==> config.mk <==
export PLATFORM = sky130hd
export DESIGN_NAME = ifetch_prefetch
export DESIGN_NICKNAME = d
export VERILOG_FILES = /design/src/rtl/ifetch_prefetch_pkg.sv /design/src/rtl/ifetch_prefetch_sync_fifo.sv /design/src/rtl/ifetch_prefetch.sv
export SDC_FILE = /design/constraint.sdc
export NUM_CORES = 1
export LEC_CHECK = 0
export CORE_UTILIZATION = 41
export CTS_CLUSTER_SIZE = 24
export DETAILED_ROUTE_END_ITERATION = 8
export GPL_TIMING_DRIVEN = 0
export HOLD_SLACK_MARGIN = 0.06
export PLACE_DENSITY = 0.59
export SLEW_MARGIN = 20
export SYNTH_ARGS = -nofsm -noshare
export SYNTH_HDL_FRONTEND = slang
export SYNTH_HIERARCHICAL = 1
export SYNTH_SLANG_ARGS = --single-unit
export TNS_END_PERCENT = 20
==> constraint.sdc <==
create_clock -name clk -period 16.1 [get_ports clk]
set_input_delay 3.22 -clock clk [delete_from_list [all_inputs] [get_ports clk]]
set_output_delay 3.22 -clock clk [all_outputs]
set_load 0.03 [all_outputs]
==> src/rtl/ifetch_prefetch_pkg.sv <==
// Shared types and constants for the prefetching instruction-fetch front end.
package ifetch_pkg;

  localparam logic [31:0] EXC_INSTR_MISALIGNED   = 32'd0;
  localparam logic [31:0] EXC_INSTR_ACCESS_FAULT = 32'd1;
  localparam logic [1:0]  AXI_RESP_OKAY          = 2'b00;
  localparam logic [2:0]  IMEM_ARPROT            = 3'b110;

  typedef struct packed {
    logic [31:0] pc;
    logic [31:0] ir;
    logic        exc_pend;
    logic [31:0] exc_cause;
  } fetch_entry_t;

endpackage

==> src/rtl/ifetch_prefetch_sync_fifo.sv <==
// Synchronous FIFO with clear and occupancy count; head is read combinationally
// from registered storage, so a push is only visible on the following cycle.
module sync_fifo #(
  parameter int WIDTH = 32,
  parameter int DEPTH = 4,
  localparam int AW   = (DEPTH > 1) ? $clog2(DEPTH) : 1
) (
  input  logic             clk_i,
  input  logic             rst_i,
  input  logic             clr_i,
  input  logic             push_i,
  input  logic [WIDTH-1:0] wdata_i,
  input  logic             pop_i,
  output logic [WIDTH-1:0] rdata_o,
  output logic [AW:0]      count_o,
  output logic             empty_o,
  output logic             full_o
);

  logic [WIDTH-1:0] mem_q [DEPTH];
  logic [AW-1:0]    wr_ptr_q, rd_ptr_q;
  logic [AW:0]      count_q;
  logic             do_push, do_pop;

  function automatic logic [AW-1:0] ptr_inc(input logic [AW-1:0] p);
    return (p == AW'(DEPTH - 1)) ? '0 : p + AW'(1);
  endfunction

  assign empty_o = (count_q == '0);
  assign full_o  = (count_q == (AW + 1)'(DEPTH));
  assign do_pop  = pop_i && !empty_o;
  // A pop frees the slot the same cycle, so push at full is fine alongside it.
  assign do_push = push_i && (!full_o || do_pop);
  assign rdata_o = mem_q[rd_ptr_q];
  assign count_o = count_q;

  always_ff @(posedge clk_i or posedge rst_i) begin
    if (rst_i) begin
      wr_ptr_q <= '0;
      rd_ptr_q <= '0;
      count_q  <= '0;
    end else if (clr_i) begin
      wr_ptr_q <= '0;
      rd_ptr_q <= '0;
      count_q  <= '0;
    end else begin
      if (do_push) wr_ptr_q <= ptr_inc(wr_ptr_q);
      if (do_pop)  rd_ptr_q <= ptr_inc(rd_ptr_q);
      case ({do_push, do_pop})
        2'b10:   count_q <= count_q + (AW + 1)'(1);
        2'b01:   count_q <= count_q - (AW + 1)'(1);
        default: count_q <= count_q;
      endcase
    end
  end

  always_ff @(posedge clk_i) begin
    if (do_push && !clr_i) mem_q[wr_ptr_q] <= wdata_i;
  end

endmodule

==> src/rtl/ifetch_prefetch.sv <==
// Instruction fetch with multiple outstanding AXI4-Lite reads and a prefetch buffer.
// Optional `IFETCH_PERF_CNT_EN adds fetch/stall/discard performance counters.
module ifetch_prefetch
  import ifetch_pkg::*;
#(
  parameter logic [31:0] RESET_ADDR      = 32'h0000_0000,
  parameter int          MAX_OUTSTANDING = 2,
  parameter int          FIFO_DEPTH      = 4
) (
  input  logic        clk,
  input  logic        reset,
  output logic        valid_out,
  input  logic        ready_in,
  input  logic        flush_in,
  output logic [31:0] imem_axi_araddr,
  output logic [2:0]  imem_axi_arprot,
  output logic        imem_axi_arvalid,
  input  logic        imem_axi_arready,
  input  logic [31:0] imem_axi_rdata,
  input  logic [1:0]  imem_axi_rresp,
  input  logic        imem_axi_rvalid,
  output logic        imem_axi_rready,
  output logic [31:0] PC_IF,
  output logic [31:0] IR_IF,
  output logic        exc_pend_IF,
  output logic [31:0] exc_cause_IF,
  input  logic        jump_mpred_EX,
  input  logic [31:0] jump_addr_EX,
  input  logic        trap_taken_csr,
  input  logic [31:0] trap_addr_csr
`ifdef IFETCH_PERF_CNT_EN
  ,
  output logic [31:0] perf_fetch_cnt,
  output logic [31:0] perf_stall_cnt,
  output logic [31:0] perf_discard_cnt
`endif
);

  localparam int FAW = (FIFO_DEPTH > 1) ? $clog2(FIFO_DEPTH) : 1;
  localparam int CW  = FAW + 1;
  localparam int OW  = 4;

  logic          arvalid_q, arvalid_d, stale_ar_q, stale_ar_d;
  logic [31:0]   araddr_q, araddr_d, fetch_pc_q, fetch_pc_d, target;
  logic [OW-1:0] outstanding_q, outstanding_d, discard_q, discard_d;
  logic          mis_pend_q, mis_pend_d, halt_q, halt_d;
  logic          ar_hs, r_hs, pop, redirect, deliver, mis_push, entry_push, issue_ok;
  logic [CW-1:0] fifo_count, count_next, pcq_count;
  logic          fifo_empty, fifo_full, pcq_empty, pcq_full;
  logic [31:0]   pcq_head;
  fetch_entry_t  push_entry, head_entry;
  logic          unused_sigs;

  assign imem_axi_rready  = !reset;
  assign imem_axi_arvalid = arvalid_q;
  assign imem_axi_araddr  = araddr_q;
  assign imem_axi_arprot  = IMEM_ARPROT;
  assign ar_hs     = arvalid_q && imem_axi_arready;
  assign r_hs      = imem_axi_rvalid && imem_axi_rready;
  assign valid_out = !fifo_empty;
  assign pop       = valid_out && ready_in;
  assign redirect  = trap_taken_csr || jump_mpred_EX || flush_in;
  assign deliver   = r_hs && (discard_q == '0);
  assign mis_push  = mis_pend_q && (discard_q == '0);
  assign entry_push = deliver || mis_push;

  assign PC_IF        = valid_out ? head_entry.pc        : 32'd0;
  assign IR_IF        = valid_out ? head_entry.ir        : 32'd0;
  assign exc_pend_IF  = valid_out ? head_entry.exc_pend  : 1'b0;
  assign exc_cause_IF = valid_out ? head_entry.exc_cause : 32'd0;
  assign unused_sigs  = ^{pcq_count, pcq_empty, pcq_full, fifo_full};

  always_comb begin
    target = fetch_pc_q;
    if (trap_taken_csr)     target = trap_addr_csr;
    else if (jump_mpred_EX) target = jump_addr_EX;
    else if (!fifo_empty)   target = head_entry.pc;

    push_entry.pc        = pcq_head;
    push_entry.exc_pend  = (imem_axi_rresp != AXI_RESP_OKAY);
    push_entry.ir        = push_entry.exc_pend ? 32'd0 : imem_axi_rdata;
    push_entry.exc_cause = push_entry.exc_pend ? EXC_INSTR_ACCESS_FAULT : 32'd0;
    if (mis_push) begin
      push_entry.pc        = fetch_pc_q;
      push_entry.ir        = 32'd0;
      push_entry.exc_pend  = 1'b1;
      push_entry.exc_cause = EXC_INSTR_MISALIGNED;
    end

    count_next = fifo_count;
    if (entry_push && !pop)      count_next = fifo_count + CW'(1);
    else if (!entry_push && pop) count_next = fifo_count - CW'(1);
    if (redirect)                count_next = '0;

    outstanding_d = outstanding_q;
    if (ar_hs && !r_hs)      outstanding_d = outstanding_q + OW'(1);
    else if (!ar_hs && r_hs) outstanding_d = outstanding_q - OW'(1);

    // Everything still in flight (including an AR not yet accepted) is stale.
    discard_d = discard_q;
    if (r_hs && discard_q != '0) discard_d = discard_q - OW'(1);
    if (redirect) discard_d = outstanding_d + OW'(arvalid_q && !ar_hs);

    mis_pend_d = mis_pend_q;
    halt_d     = halt_q;
    if (mis_push) begin
      mis_pend_d = 1'b0;
      halt_d     = 1'b1;
    end
    if (redirect) begin
      mis_pend_d = (target[1:0] != 2'b00);
      halt_d     = 1'b0;
    end

    fetch_pc_d = fetch_pc_q;
    if (redirect)                  fetch_pc_d = target;
    else if (ar_hs && !stale_ar_q) fetch_pc_d = fetch_pc_q + 32'd4;

    issue_ok = !mis_pend_d && !halt_d &&
               (32'(outstanding_d) + 32'(count_next) < 32'(FIFO_DEPTH)) &&
               (32'(outstanding_d) < 32'(MAX_OUTSTANDING));

    arvalid_d  = 1'b0;
    araddr_d   = araddr_q;
    stale_ar_d = stale_ar_q;
    if (arvalid_q && !ar_hs) begin
      arvalid_d = 1'b1;
      if (redirect) stale_ar_d = 1'b1;
    end else if (ar_hs && stale_ar_q) begin
      stale_ar_d = 1'b0;
    end else if (!redirect && issue_ok) begin
      arvalid_d = 1'b1;
      araddr_d  = fetch_pc_d;
    end
  end

  always_ff @(posedge clk or posedge reset) begin
    if (reset) begin
      arvalid_q     <= 1'b0;
      araddr_q      <= RESET_ADDR;
      fetch_pc_q    <= RESET_ADDR;
      outstanding_q <= '0;
      discard_q     <= '0;
      stale_ar_q    <= 1'b0;
      mis_pend_q    <= 1'b0;
      halt_q        <= 1'b0;
    end else begin
      arvalid_q     <= arvalid_d;
      araddr_q      <= araddr_d;
      fetch_pc_q    <= fetch_pc_d;
      outstanding_q <= outstanding_d;
      discard_q     <= discard_d;
      stale_ar_q    <= stale_ar_d;
      mis_pend_q    <= mis_pend_d;
      halt_q        <= halt_d;
    end
  end

  sync_fifo #(.WIDTH($bits(fetch_entry_t)), .DEPTH(FIFO_DEPTH)) u_entry_fifo (
    .clk_i(clk), .rst_i(reset), .clr_i(redirect),
    .push_i(entry_push), .wdata_i(push_entry), .pop_i(pop),
    .rdata_o(head_entry), .count_o(fifo_count), .empty_o(fifo_empty), .full_o(fifo_full)
  );

  // Addresses of every accepted AR, popped by every R beat (kept or dropped).
  sync_fifo #(.WIDTH(32), .DEPTH(FIFO_DEPTH)) u_pc_queue (
    .clk_i(clk), .rst_i(reset), .clr_i(1'b0),
    .push_i(ar_hs), .wdata_i(araddr_q), .pop_i(r_hs),
    .rdata_o(pcq_head), .count_o(pcq_count), .empty_o(pcq_empty), .full_o(pcq_full)
  );

`ifdef IFETCH_PERF_CNT_EN
  always_ff @(posedge clk or posedge reset) begin
    if (reset) begin
      perf_fetch_cnt   <= 32'd0;
      perf_stall_cnt   <= 32'd0;
      perf_discard_cnt <= 32'd0;
    end else begin
      if (pop)                         perf_fetch_cnt   <= perf_fetch_cnt + 32'd1;
      if (ready_in && !valid_out)      perf_stall_cnt   <= perf_stall_cnt + 32'd1;
      if (r_hs && discard_q != '0)     perf_discard_cnt <= perf_discard_cnt + 32'd1;
    end
  end
`endif

endmodule
# Yosys cells after proc, flatten, opt, wreduce, memory -nomap -nowiden
# Memories as Yosys holds them, arrays and structs flattened.
# Cells that the tools add are included.
[totals] ff_bits=90 mem_bits_rw=516 inputBits=106 out_inout_bits=135 elab_cells=143 mem_count=2
[classes] add_sub_neg=14 n_lt_le_gt_ge=2 eq_ne=11 muxes=44 n_bitwise=2 reduce_logical=54
[memory_table] name="u_entry_fifo.mem_q" words=4 width=97 read_ports=1 rd_ports_with_merged_regs=0 write_ports=1 line_no="ifetch_prefetch_sync_fifo.sv:20" text="logic [WIDTH-1:0] mem_q [DEPTH];"
[memory_table] name="u_pc_queue.mem_q" words=4 width=32 read_ports=1 rd_ports_with_merged_regs=0 write_ports=1 line_no="ifetch_prefetch_sync_fifo.sv:20"
[op_table] cell="$mux 32" count=9
[op_table] cell="$mux 97" count=1
[op_table] cell="$add 32x3->32 const B" count=1
[op_table] cell="$logic_and 1x1->1" count=22
[op_table] cell="$mux 1" count=16
[op_table] cell="$mux 2" count=8
[op_table] cell="$mux 4" count=4
[op_table] cell="$reduce_bool 2->1" count=7
[op_table] cell="$logic_not 1->1" count=13
[op_table] cell="$eq 2x2->1 const B" count=6
[op_table] cell="$mux 3" count=4
[op_table] cell="$pmux 3 s2" count=2
[op_table] cell="$add 2x1->2 const B" count=4
[op_table] cell="$sub 4x1->4 const B" count=2
[op_table] cell="$add 3x1->3 const B" count=2
[op_table] cell="$eq 3x3->1 const B" count=2
[op_table] cell="$logic_not 3->1" count=2
[op_table] cell="$sub 3x1->3 const B" count=2
[op_table] cell="$add 4x3->5" count=1
[op_table] cell="$logic_or 1x1->1" count=5
[op_table] cell="$lt 5x3->1 const B" count=1
[op_table] cell="$add 4x1->4" count=1
[op_table] cell="$add 4x1->4 const B" count=1
[op_table] cell="$eq 2x1->1 const B" count=2
[op_table] cell="other kinds (8)" count=9

# Logic depth before layout (Yosys ltp)
# Gate-level depths: netlist of the first run.
[logic_depth] ltp_word=17 depth_mapped=16 depth_no_buf=14

# Cells and area by module
# Netlist of the first run, hierarchy kept.
[modules_own_cells] module="sync_fifo (u_entry_fifo)" instances=1 cells_each=570 area_each_um2=14541.4 seq_area_each_um2=11826.3
[modules_own_cells] module="ifetch_prefetch" instances=1 cells_each=688 area_each_um2=6104.6 seq_area_each_um2=1901.8
[modules_own_cells] module="sync_fifo (u_pc_queue)" instances=1 cells_each=233 area_each_um2=5226.3 seq_area_each_um2=4018.9

# Least setup slack after synthesis of the first run
# Ideal clock, no wire load.
[synth_timing] path_kind="input to register" from="in trap_taken_csr" to="mem u_entry_fifo/mem_q[0][0] (netlist bit), enable pin" setup_ns=0.692 arrival_time_ns=11.683 t_required_ns=15.408 setup_slack_ns=3.726 stages=7 path_cell_list="nor3_1 -> inv_1 -> clkbuf_1 -> clkbuf_1 -> clkbuf_1 -> dlymetal6s2s_1 -> nor3b_1"
[synth_between] elab_chain_len=6
[synth_lines] element="start, declared" line_no="ifetch_prefetch.sv:29" text="input logic trap_taken_csr,"
[synth_lines] element="$logic_or 1x1->1 (2 in series)" line_no="ifetch_prefetch.sv:62" text="assign redirect = trap_taken_csr || jump_mpred_EX || flush_in;"
[synth_lines] element="net redirect" line_no="ifetch_prefetch.sv:47" text="logic ar_hs, r_hs, pop, redirect, deliver, mis_push, entry_push, issue_ok;"
[synth_lines] element="$logic_not 1->1" line_no="ifetch_prefetch_sync_fifo.sv:58" text="if (do_push && !clr_i) mem_q[wr_ptr_q] <= wdata_i;"
[synth_lines] element="$logic_and 1x1->1" line_no="ifetch_prefetch_sync_fifo.sv:58"
[synth_lines] element="$mux 1" line_no="ifetch_prefetch_sync_fifo.sv:58"
[synth_lines] element="$mux 1 (not written as such)" line_no="ifetch_prefetch_sync_fifo.sv:58"
[synth_lines] element="end, declared" line_no="ifetch_prefetch_sync_fifo.sv:20"
# The timed path passes the listed nets, and every way through them passes these cells.

# Worst setup path after layout of the first run
[layout_timing] from="reg u_entry_fifo.count_q[0] (netlist: u_entry_fifo/count_o[0])" to="out IR_IF[25]"
[layout_between] elab_chain_len=2
[layout_lines] element="start, declared" line_no="ifetch_prefetch_sync_fifo.sv:22" text="logic [AW:0] count_q;"
[layout_lines] element="start signal, assigned" line_no="ifetch_prefetch_sync_fifo.sv:50" text="2'b10: count_q <= count_q + (AW + 1)'(1);"
[layout_lines] element="start signal, assigned" line_no="ifetch_prefetch_sync_fifo.sv:51" text="2'b01: count_q <= count_q - (AW + 1)'(1);"
[layout_lines] element="start signal, assigned" line_no="ifetch_prefetch_sync_fifo.sv:52" text="default: count_q <= count_q;"
[layout_lines] element="$logic_not 3->1" line_no="ifetch_prefetch_sync_fifo.sv:29" text="assign empty_o = (count_q == '0);"
[layout_lines] element="net fifo_empty" line_no="ifetch_prefetch.sv:49" text="logic fifo_empty, fifo_full, pcq_empty, pcq_full;"
[layout_lines] element="$mux 32" line_no="ifetch_prefetch.sv:68" text="assign IR_IF = valid_out ? head_entry.ir : 32'd0;"
[layout_lines] element="end, declared" line_no="ifetch_prefetch.sv:24" text="output logic [31:0] IR_IF,"
# The timed path passes the listed nets, and every way through them passes these cells.

==> results of run 1 <==
[cell type report]
type	count	area [sq um]
fill	5064	29500
clock inverter	39	355
sequential	606	17700
clock buffer	81	1770
timing repair buffer	310	3020
multi-input combinational	891	8030
buffer	94	515
tap	837	1050
inverter	26	100
[power breakdown]
part	internal (mW)	total, mW	switching, mW
registers	1.78	1.84	0.0604
clock network	0.867	1.48	0.610
logic	0.156	0.339	0.184
[metal layers]
layer  up-vias  part of all wire (%)  global-route usage (%)
met4         0                   3.2                    7.79
li1       6683                     -                       -
met2       487                    48                    32.8
met5         -                     0                       0
met3       126                   5.9                    3.15
met1      7538                    43                    27.5
[worst paths after layout]
check / from / to / slack (ns) / cells after the start
max reg2reg: u_entry_fifo/count_o[0]$_DFFE_PP0P_ / imem_axi_araddr[25]$_DFFE_PP0P_ / 11.18 / 15
min in group asynchronous: reset / u_entry_fifo/wr_ptr_q[1]$_DFFE_PP0P_ / 3.14 / 2
max: u_entry_fifo/count_o[0]$_DFFE_PP0P_ / IR_IF[25] / 7.74 / 8
min: outstanding_q[3]$_DFF_PP0_ / outstanding_q[3]$_DFF_PP0_ / 0.54 / 1
max in group asynchronous: reset / fetch_pc_q[11]$_DFF_PP0_ / 12.26 / 3
min reg2reg: outstanding_q[3]$_DFF_PP0_ / outstanding_q[3]$_DFF_PP0_ / 0.54 / 1
[cell usage in the layout (no fill, tap or decap), types with 6 or more instances in the layout]
| master | n |
|---|---|
| sky130_fd_sc_hd__a211oi_1 | 9 |
| sky130_fd_sc_hd__a21o_1 | 6 |
| sky130_fd_sc_hd__a21oi_1 | 50 |
| sky130_fd_sc_hd__a221oi_1 | 6 |
| sky130_fd_sc_hd__and2_1 | 34 |
| sky130_fd_sc_hd__and3_1 | 7 |
| sky130_fd_sc_hd__buf_2 | 19 |
| sky130_fd_sc_hd__buf_4 | 55 |
| sky130_fd_sc_hd__buf_6 | 27 |
| sky130_fd_sc_hd__clkbuf_1 | 64 |
| sky130_fd_sc_hd__clkbuf_16 | 67 |
| sky130_fd_sc_hd__clkbuf_8 | 6 |
| sky130_fd_sc_hd__clkdlybuf4s50_1 | 237 |
| sky130_fd_sc_hd__clkinv_1 | 12 |
| sky130_fd_sc_hd__clkinv_2 | 12 |
| sky130_fd_sc_hd__conb_1 | 131 |
| sky130_fd_sc_hd__dfrtp_1 | 90 |
| sky130_fd_sc_hd__edfxtp_1 | 516 |
| sky130_fd_sc_hd__ha_1 | 20 |
| sky130_fd_sc_hd__inv_1 | 23 |
| sky130_fd_sc_hd__mux2_2 | 32 |
| sky130_fd_sc_hd__mux2_4 | 31 |
| sky130_fd_sc_hd__mux2i_1 | 7 |
| sky130_fd_sc_hd__mux4_2 | 129 |
| sky130_fd_sc_hd__nand2_1 | 48 |
| sky130_fd_sc_hd__nand2b_1 | 6 |
| sky130_fd_sc_hd__nand3_1 | 17 |
| sky130_fd_sc_hd__nand4_1 | 11 |
| sky130_fd_sc_hd__nor2_1 | 46 |
| sky130_fd_sc_hd__nor2b_1 | 114 |
| sky130_fd_sc_hd__nor3_1 | 15 |
| sky130_fd_sc_hd__nor3b_2 | 8 |
| sky130_fd_sc_hd__o21ai_0 | 16 |
| sky130_fd_sc_hd__o221ai_1 | 14 |
| sky130_fd_sc_hd__o22ai_1 | 6 |
| sky130_fd_sc_hd__o311a_1 | 7 |
| sky130_fd_sc_hd__xnor2_1 | 28 |
| sky130_fd_sc_hd__xor2_1 | 17 |
[through the flow]
stage	utilization [%]	area (sq um)	power (mW)	std cells	hold WS, ns
6_report	52.5	32600	3.66	2884	0.536
5_1_grt	52.5	32600	3.78	2884	0.541
4_1_cts	52.5	32600	3.69	2884	0.533
3_5_place_dp	49.1	30500	2.20	2764	0.529
3_3_place_gp	48.0	29800	2.20	2691	0.515
2_1_floorplan	-	26300	2.06	1617	0.489
[worst reg2reg max path, cell delays in order, from the launching register on]
cell                        delay [ns]
sky130_fd_sc_hd__dfrtp_1          0.43
sky130_fd_sc_hd__clkbuf_1         0.21
sky130_fd_sc_hd__nor3_1           0.85
sky130_fd_sc_hd__nor2b_1          0.10
sky130_fd_sc_hd__clkbuf_1         0.22
sky130_fd_sc_hd__maj3_1           0.39
sky130_fd_sc_hd__o22ai_1          0.17
sky130_fd_sc_hd__nor2_1           0.06
sky130_fd_sc_hd__ha_1             0.21
sky130_fd_sc_hd__or4_4            0.55
sky130_fd_sc_hd__a2111oi_4        0.35
sky130_fd_sc_hd__o211ai_2         0.16
sky130_fd_sc_hd__or4_1            0.47
sky130_fd_sc_hd__buf_6            0.18
sky130_fd_sc_hd__buf_12           0.16
sky130_fd_sc_hd__mux2_4           0.30
[registers in the layout, summed over array words and instances (netlist names)]
signal and flops:
discard_q 4, fetch_pc_q 32, halt_q 1, imem_axi_araddr 32, imem_axi_arvalid 1, mis_pend_q 1
outstanding_q 4, stale_ar_q 1, u_entry_fifo/count_o 3, u_entry_fifo/mem_q 388, u_entry_fifo/rd_ptr_q 2, u_entry_fifo/wr_ptr_q 2
u_pc_queue/count_o 3, u_pc_queue/mem_q 128, u_pc_queue/rd_ptr_q 2, u_pc_queue/wr_ptr_q 2
==> results.md, run 1 <==
- The clock buffer count from CTS is between 60 and 70.
- Detailed placement ended at an HPWL of about 47 mm.
- The H-tree depth is 3.
- The remaining max-slew budget at the tightest pin is approximately a third.
- The detailed router placed roughly 15000 vias in this run.
- In this run the mean area of a mapped cell was 17.4 sq um.
- Setup repair after global routing left no endpoint under its margin.
- The standard cell with the maximum stage delay on the critical path is sky130_fd_sc_hd__nor3_1.
- For this run, the top clock speed supported by timing is around 0.12 GHz.
- OpenSTA, run right after detailed placement, puts the worst setup slack at between 7 and 8 ns.
- Data arrives at the worst endpoint at between 5 and 6 ns.
- After detailed routing, the total wire length is 63.5 mm.
- The final worst-path cycle share is about half.
- The final-report hold violation count is 0.
- For the pin with the worst max-slew slack, the measured transition is ~1.0 ns.
- The post-route clock skew is 0.0307 ns.
- STA classifies the critical path startpoint as a flip-flop.
- Across the VDD grid, the largest voltage drop is 0.0773 mV.
- For this run, the slowest stage of the critical path takes between 0.8 and 0.9 ns.
- The Yosys step of the flow raised 6 warnings.
- In this run the cell area of the synthesized design comes to approximately 0.026 sq mm.
- The count of buffers added on input and output ports is 237.
- The final count of pins violating max slew is 0.
- The worst setup path is captured at an output pin.
- The root buffer cell chosen for the clock tree is sky130_fd_sc_hd__clkbuf_16.
- The initial utilization of the core area, before any placement, comes to 41.7%.
- After detailed routing, the number of vias per cell comes to ~5.
- 0 antenna diodes ended up in the layout.
- The first routing iteration left approximately 850 violations.
- The maximum root-to-sink buffer count is 3.
- The analysis attributes to cell leakage a power of approximately 11 nW.
- Dividing the detail-routed wire length by the instance count gives roughly 22 um.
- The number of remaining DRC errors is 0.
- The flow ran to the end, and the final reports show no timing, DRC or antenna violations.
- The relative area change from synthesis to final layout is 26.0%.
- The number of antenna violations at the first check in global routing is 0.
- The die covers about 0.064 sq mm.
- In this design, the largest share of critical-path delay is due to buffers and inverters.
- The total area inside the core boundary comes to just over 0.06 sq mm.
- Across all setup checks in the final design, the least slack found is just under 8 ns.
- The later-pin clock latency in the skew report is slightly above 0.6 ns.
- The first global-routing pass estimated between 90 and 100 mm of wire.
- The clock drives between 600 and 700 sinks.
- The die is 253 um tall.
- 241 I/O pins were placed.
- The number of global-route vias before repair is ~15000.
- The CTS tree is done.
- Counting every instance in the synthesized netlist gives roughly 1500.
- The final critical path time including I/O delays and setup is between 8 and 9 ns.
- Entering global routing, the biggest net connects 46 pins.
- In the final layout, the share of cells above drive strength 1 is about a fifth.
- The number of cell rows is between 90 and 100.
- The number of max-cap violations is 0.
- The clock-pin transition on the worst setup and hold timing paths is about 0.060 ns.
- Routability-driven placement finished with a final weighted congestion of about 0.9.
- At the end of the flow, the number of nets in the layout was about 2100.
- The final-report setup violation count is 0.
- The width of the chip is 253 um.
- The number of hold-repair buffers added at the cts stage is 0.
- The number of setup buffers added after CTS is 0.
- The final global-route overflow total is 0.
- For the final routed database, the setup TNS stands at 0 ns.
- The count of instances resized after the clock tree is built is 0.
- The count of buffer and inverter cells on the critical path is 6.
- Power spread over the standard cell area amounts to around 110 mW/mm^2.
- The critical path is of the reg -> out type.
- The first detailed-routing pass took 5 iterations.
- The aggregate global-route resource usage is between 20% and 30%.
- By instance count, the cell type seen most on the critical path is sky130_fd_sc_hd__clkbuf_1.
- The required time of the critical path is 12.88 ns.
- The tightest min-delay check is of the reg -> reg type.
- The signal on the critical path passes through clkbuf_1 > nor3_1 > clkbuf_1 > clkbuf_1 > clkbuf_1 > clkbuf_1 > nor2b_1 > clkdlybuf4s50_1.
- The largest fanout of any net on the critical path is 10.
- The final antenna-violating net count is 0.
Power figures use the tool's default switching activity.
==> run 2: changes to the inputs <==
- PLACE_DENSITY: 0.59 -> 0.62
- clock period: 16.1 -> 7.15 ns (I/O delays scaled with it)
==> results.md, run 2 (same netlist as run 1, synthesis figures left out) <==
- From bottom edge to top edge, the die measures roughly 250 um.
- The repair_antennas step left the layout with diodes totalling 0.
- Clock-pin slew was measured on the worst setup and hold paths at about 0.050 ns.
- The flip-flop count of the largest register after layout is about 390.
- The sequential group share of total power is 50.5%.
- The clock buffer count from CTS is 66.
- Summed over all layers, the global routing overflow is 0.
- The standard cell with the maximum stage delay on the critical path is sky130_fd_sc_hd__nor3_1.
- For this run, the top clock speed supported by timing is roughly 0.15 GHz.
- The final-report hold violation count was 0.
- In this run, post-CTS repair resized a total of 0 instances.
- The number of filler cells placed in the layout is between 5000 and 6000.
- After the first detailed-routing iteration, the DRC count stood at between 900 and 1000.
- Cell internal power was estimated by the tool at ~6.3 mW.
- No sink is reached through more buffers than the 3 on the longest clock path.
- On the worst path, the slowest cell contributes a delay of around 0.81 ns.
- The number of global-route vias before repair is roughly 16000.
- In the layout the commonest cells are sky130_fd_sc_hd__edfxtp_1, sky130_fd_sc_hd__clkdlybuf4s50_1, sky130_fd_sc_hd__conb_1.
- The detail route stage leaves a number of antenna-violating nets equal to 0.
- The number of max-cap violations is 0.
- The clock network burns roughly two fifths of the power.
- The length in cells of the worst reg-to-reg path is 15.
- The slack of the worst reg-to-reg path is ~2.3 ns.
- In the final layout, the registers with the most flip-flops are u_entry_fifo/mem_q (388), u_pc_queue/mem_q (128).
- At the end of the flow the core is filled with cells to 52.5%.
- The analysis attributes to cell leakage a power of 11.3 nW.
- The number of sinks driven by the clock tree is a little over 600.
- The most frequent cell on the critical path is sky130_fd_sc_hd__clkbuf_1.
- The critical path goes through clkbuf_2 > nor3_1 > clkbuf_1 > clkbuf_1 > clkbuf_1 > clkbuf_1 > nor2b_1 > clkdlybuf4s50_1.
- Hold is met by between 0.5 and 0.6 ns.
- The average wire per standard cell is 22.3 um.
- The count of cells in the finished layout, fillers not included, comes to 2886.
- The startpoint identified for the worst hold timing path is outstanding_q[3]$_DFF_PP0_.
- Summing all non-filler instances in the final layout gives an area of about 0.033 sq mm.
- Of the total power, the share spent switching nets is a little under a quarter.
- The worst path meets setup with 0.538 ns of slack.
- The worst setup path is launched from a flip-flop.
- Compared with the post-synthesis result, the final layout area differs by 26.1%.
- The category of cells accounting for the largest share of critical-path delay is buffers and inverters.
- Buffers inserted to repair hold after CTS numbered 0.
- Setup repair after global routing left no endpoint under its margin.
- The largest fanout of any net on the critical path is 10.
- Setup violations remaining at the end of the flow were counted as 0.
- Dividing the final minimum period by the clock period gives about 92%.
- In the final design database the tool counted around 2100 nets.
- The number of cell rows is just over 90.
- The transition time at the pin with the least slew margin is about 1.1 ns.
- The tightest min-delay check is of the reg -> reg type.
- The die area is roughly 0.064 sq mm.
- The I/O pin count is between 200 and 250.
- In the routed layout, each cell is associated on average with a via count of 5.17.
- The required time of the critical path is approximately 5.7 ns.
- The peak ir drop on the vdd network is 0.212 mV.
- The share of layout cells above drive strength 1 is around a fifth.
- The H-tree was split into 3 levels.
- The total area of multi-input combinational cells is roughly 0.008 sq mm.
- Entering global routing, the biggest net connects 50 pins.
- The register name with the most flops is u_entry_fifo/mem_q.
- The first detailed-routing pass ran for 5 iterations.
- Routability-driven placement finished with a final weighted congestion of 0.885.
- In this run, placement finished with an instance count of ~2800.
- After routing, the total negative slack on setup checks comes to 0 ns.
- The floorplan step set the die width to between 200 and 300 um.
- Port buffering added 237 buffers.
- The category of the critical setup timing path is reg -> out.
- The kind of end point of the critical path is an output pin.
- For hold timing, the worst endpoint is outstanding_q[3]$_DFF_PP0_.
- In this run the clock root is driven by a sky130_fd_sc_hd__clkbuf_16.
- The number of antenna violations at the first check in global routing is 0.
- For this design the total switching power over the nets is around 1.9 mW.
- Summing internal, switching and leakage power gives roughly 8.2 mW.
- The sum of net half-perimeters after detailed placement is about 47 mm.
- For the worst-skew pair, the clock arrives at the later sink with an insertion delay of around 0.6 ns.
- The placed standard-cell area is approximately 0.030 sq mm.
- In this run the standard cell core region covers just over 0.06 sq mm.
- The register area is 0.0177 sq mm.
- The final count of pins violating max slew is 0.
- The aggregate global-route resource usage is approximately a fifth.
- The post-route clock skew is between 0.02 and 0.025 ns.
- Buffers added to address setup during post-CTS repair amount to 0.
- The initial standard-cell utilization of the core is a little over two fifths.
- The number of remaining DRC errors is 0.
- TritonCTS built the clock tree.
- The routed layout has 14900 vias.
- Before CTS, the worst setup slack after placement is 0.500 ns.
- The total power divided by cell area is roughly 250 mW/mm^2.
- For this block, the routed nets add up to ~64 mm of wire.
- The commonest non-fill, non-tap cell in the layout is sky130_fd_sc_hd__edfxtp_1.
- The depth of the worst hold-timing path is 1.
- The run finished with clean final reports.
- The number of buffers and inverters on the critical path is 6.
- The final critical path time including I/O delays and setup is 6.61 ns.
- The global-route wire length before repair is between 90 and 100 mm.
- The share of total power in combinational logic is about a tenth.
- The startpoint of the most critical register-to-register path is u_entry_fifo/count_o[1]$_DFFE_PP0P_.
- The path length in cells of the critical path is 8.
- For the worst setup path, the data arrival time is 5.18 ns.
- In this run the critical register-to-register path is captured at imem_axi_araddr[3]$_DFFE_PP0P_.
- In this run the tightest slew margin relative to its limit is between 20% and 30%.
==> run 2: cell types whose count changed in the layout (fill, tap and decap cells not counted) <==
cell	change
sky130_fd_sc_hd__buf_4	+3
sky130_fd_sc_hd__buf_6	+1
sky130_fd_sc_hd__bufinv_16	-1
sky130_fd_sc_hd__clkbuf_1	+10
sky130_fd_sc_hd__clkbuf_16	+2
sky130_fd_sc_hd__clkbuf_8	-2
sky130_fd_sc_hd__clkinv_1	-5
sky130_fd_sc_hd__clkinv_2	-5
sky130_fd_sc_hd__clkinv_4	+1
sky130_fd_sc_hd__clkinv_8	+1
sky130_fd_sc_hd__inv_6	-3
sky130_fd_sc_hd__nor3_1	+1
sky130_fd_sc_hd__nor3_2	-1
==> run 2: final cells by class <==
cell class | count | share of cell area [%]
Clock buffer | 91 | 5.61
Inverter | 26 | 0.307
Tap cell | 837 | 3.21
Sequential cell | 606 | 54.4
Multi-Input combinational cell | 891 | 24.6
Timing Repair Buffer | 314 | 9.37
Clock inverter | 27 | 0.860
Buffer | 94 | 1.58
==> run 2: per-layer routing <==
metal	wire, um	up-vias	GRT usage [%]	part of all wire, %
met4	2140	0	8.12	3.3
met5	0	-	0	0
met2	31200	514	33.7	49
met1	27100	7583	26.9	42
met3	3830	119	3.79	6.0
li1	-	6709	-	-
==> run 2: worst register-to-register path, cell delays in order (launching register included) <==
cell and delay [ns]:
sky130_fd_sc_hd__dfrtp_1 0.45, sky130_fd_sc_hd__clkbuf_2 0.21, sky130_fd_sc_hd__nor3_1 0.81, sky130_fd_sc_hd__nor2b_1 0.10, sky130_fd_sc_hd__clkbuf_1 0.22, sky130_fd_sc_hd__maj3_1 0.38
sky130_fd_sc_hd__o22ai_1 0.16, sky130_fd_sc_hd__nor2_1 0.06, sky130_fd_sc_hd__ha_1 0.21, sky130_fd_sc_hd__or4_4 0.55, sky130_fd_sc_hd__a2111oi_4 0.35, sky130_fd_sc_hd__o211ai_2 0.17
sky130_fd_sc_hd__or4_1 0.45, sky130_fd_sc_hd__buf_6 0.18, sky130_fd_sc_hd__buf_12 0.16, sky130_fd_sc_hd__mux2_4 0.31
==> run 2: worst max path at each step <==
stage	startpoint	to	slack, ns
6_report	u_entry_fifo/count_o[1]$_DFFE_PP0P_	IR_IF[26]	0.54
5_1_grt	u_entry_fifo/count_o[1]$_DFFE_PP0P_	IR_IF[26]	0.22
4_1_cts	u_entry_fifo/count_o[1]$_DFFE_PP0P_	IR_IF[26]	0.42
3_5_place_dp	flush_in	imem_axi_araddr[3]$_DFFE_PP0P_	0.50
3_3_place_gp	trap_taken_csr	u_entry_fifo/mem_q[0][19]$_DFFE_PP_	-11.69
2_1_floorplan	trap_taken_csr	u_entry_fifo/mem_q[0][0]$_DFFE_PP_	-3.43
==> run 2: power groups by stage <==
| stage | clock, mW | combinational [mW] | sequential, mW |
|---|---|---|---|
| finish | 3.30 | 0.766 | 4.15 |
| floorplan | 0 | 0.385 | 4.26 |
| global placement | 0 | 0.735 | 4.21 |
| global route | 3.50 | 0.825 | 4.16 |
| detailed placement | 0 | 0.758 | 4.21 |
| CTS | 3.38 | 0.765 | 4.14 |
==> run 3: changes to the inputs <==
- TNS_END_PERCENT: 20 -> not set
==> results of run 3 <==
Final layout, timing and power as in run 2 (identical DEF).
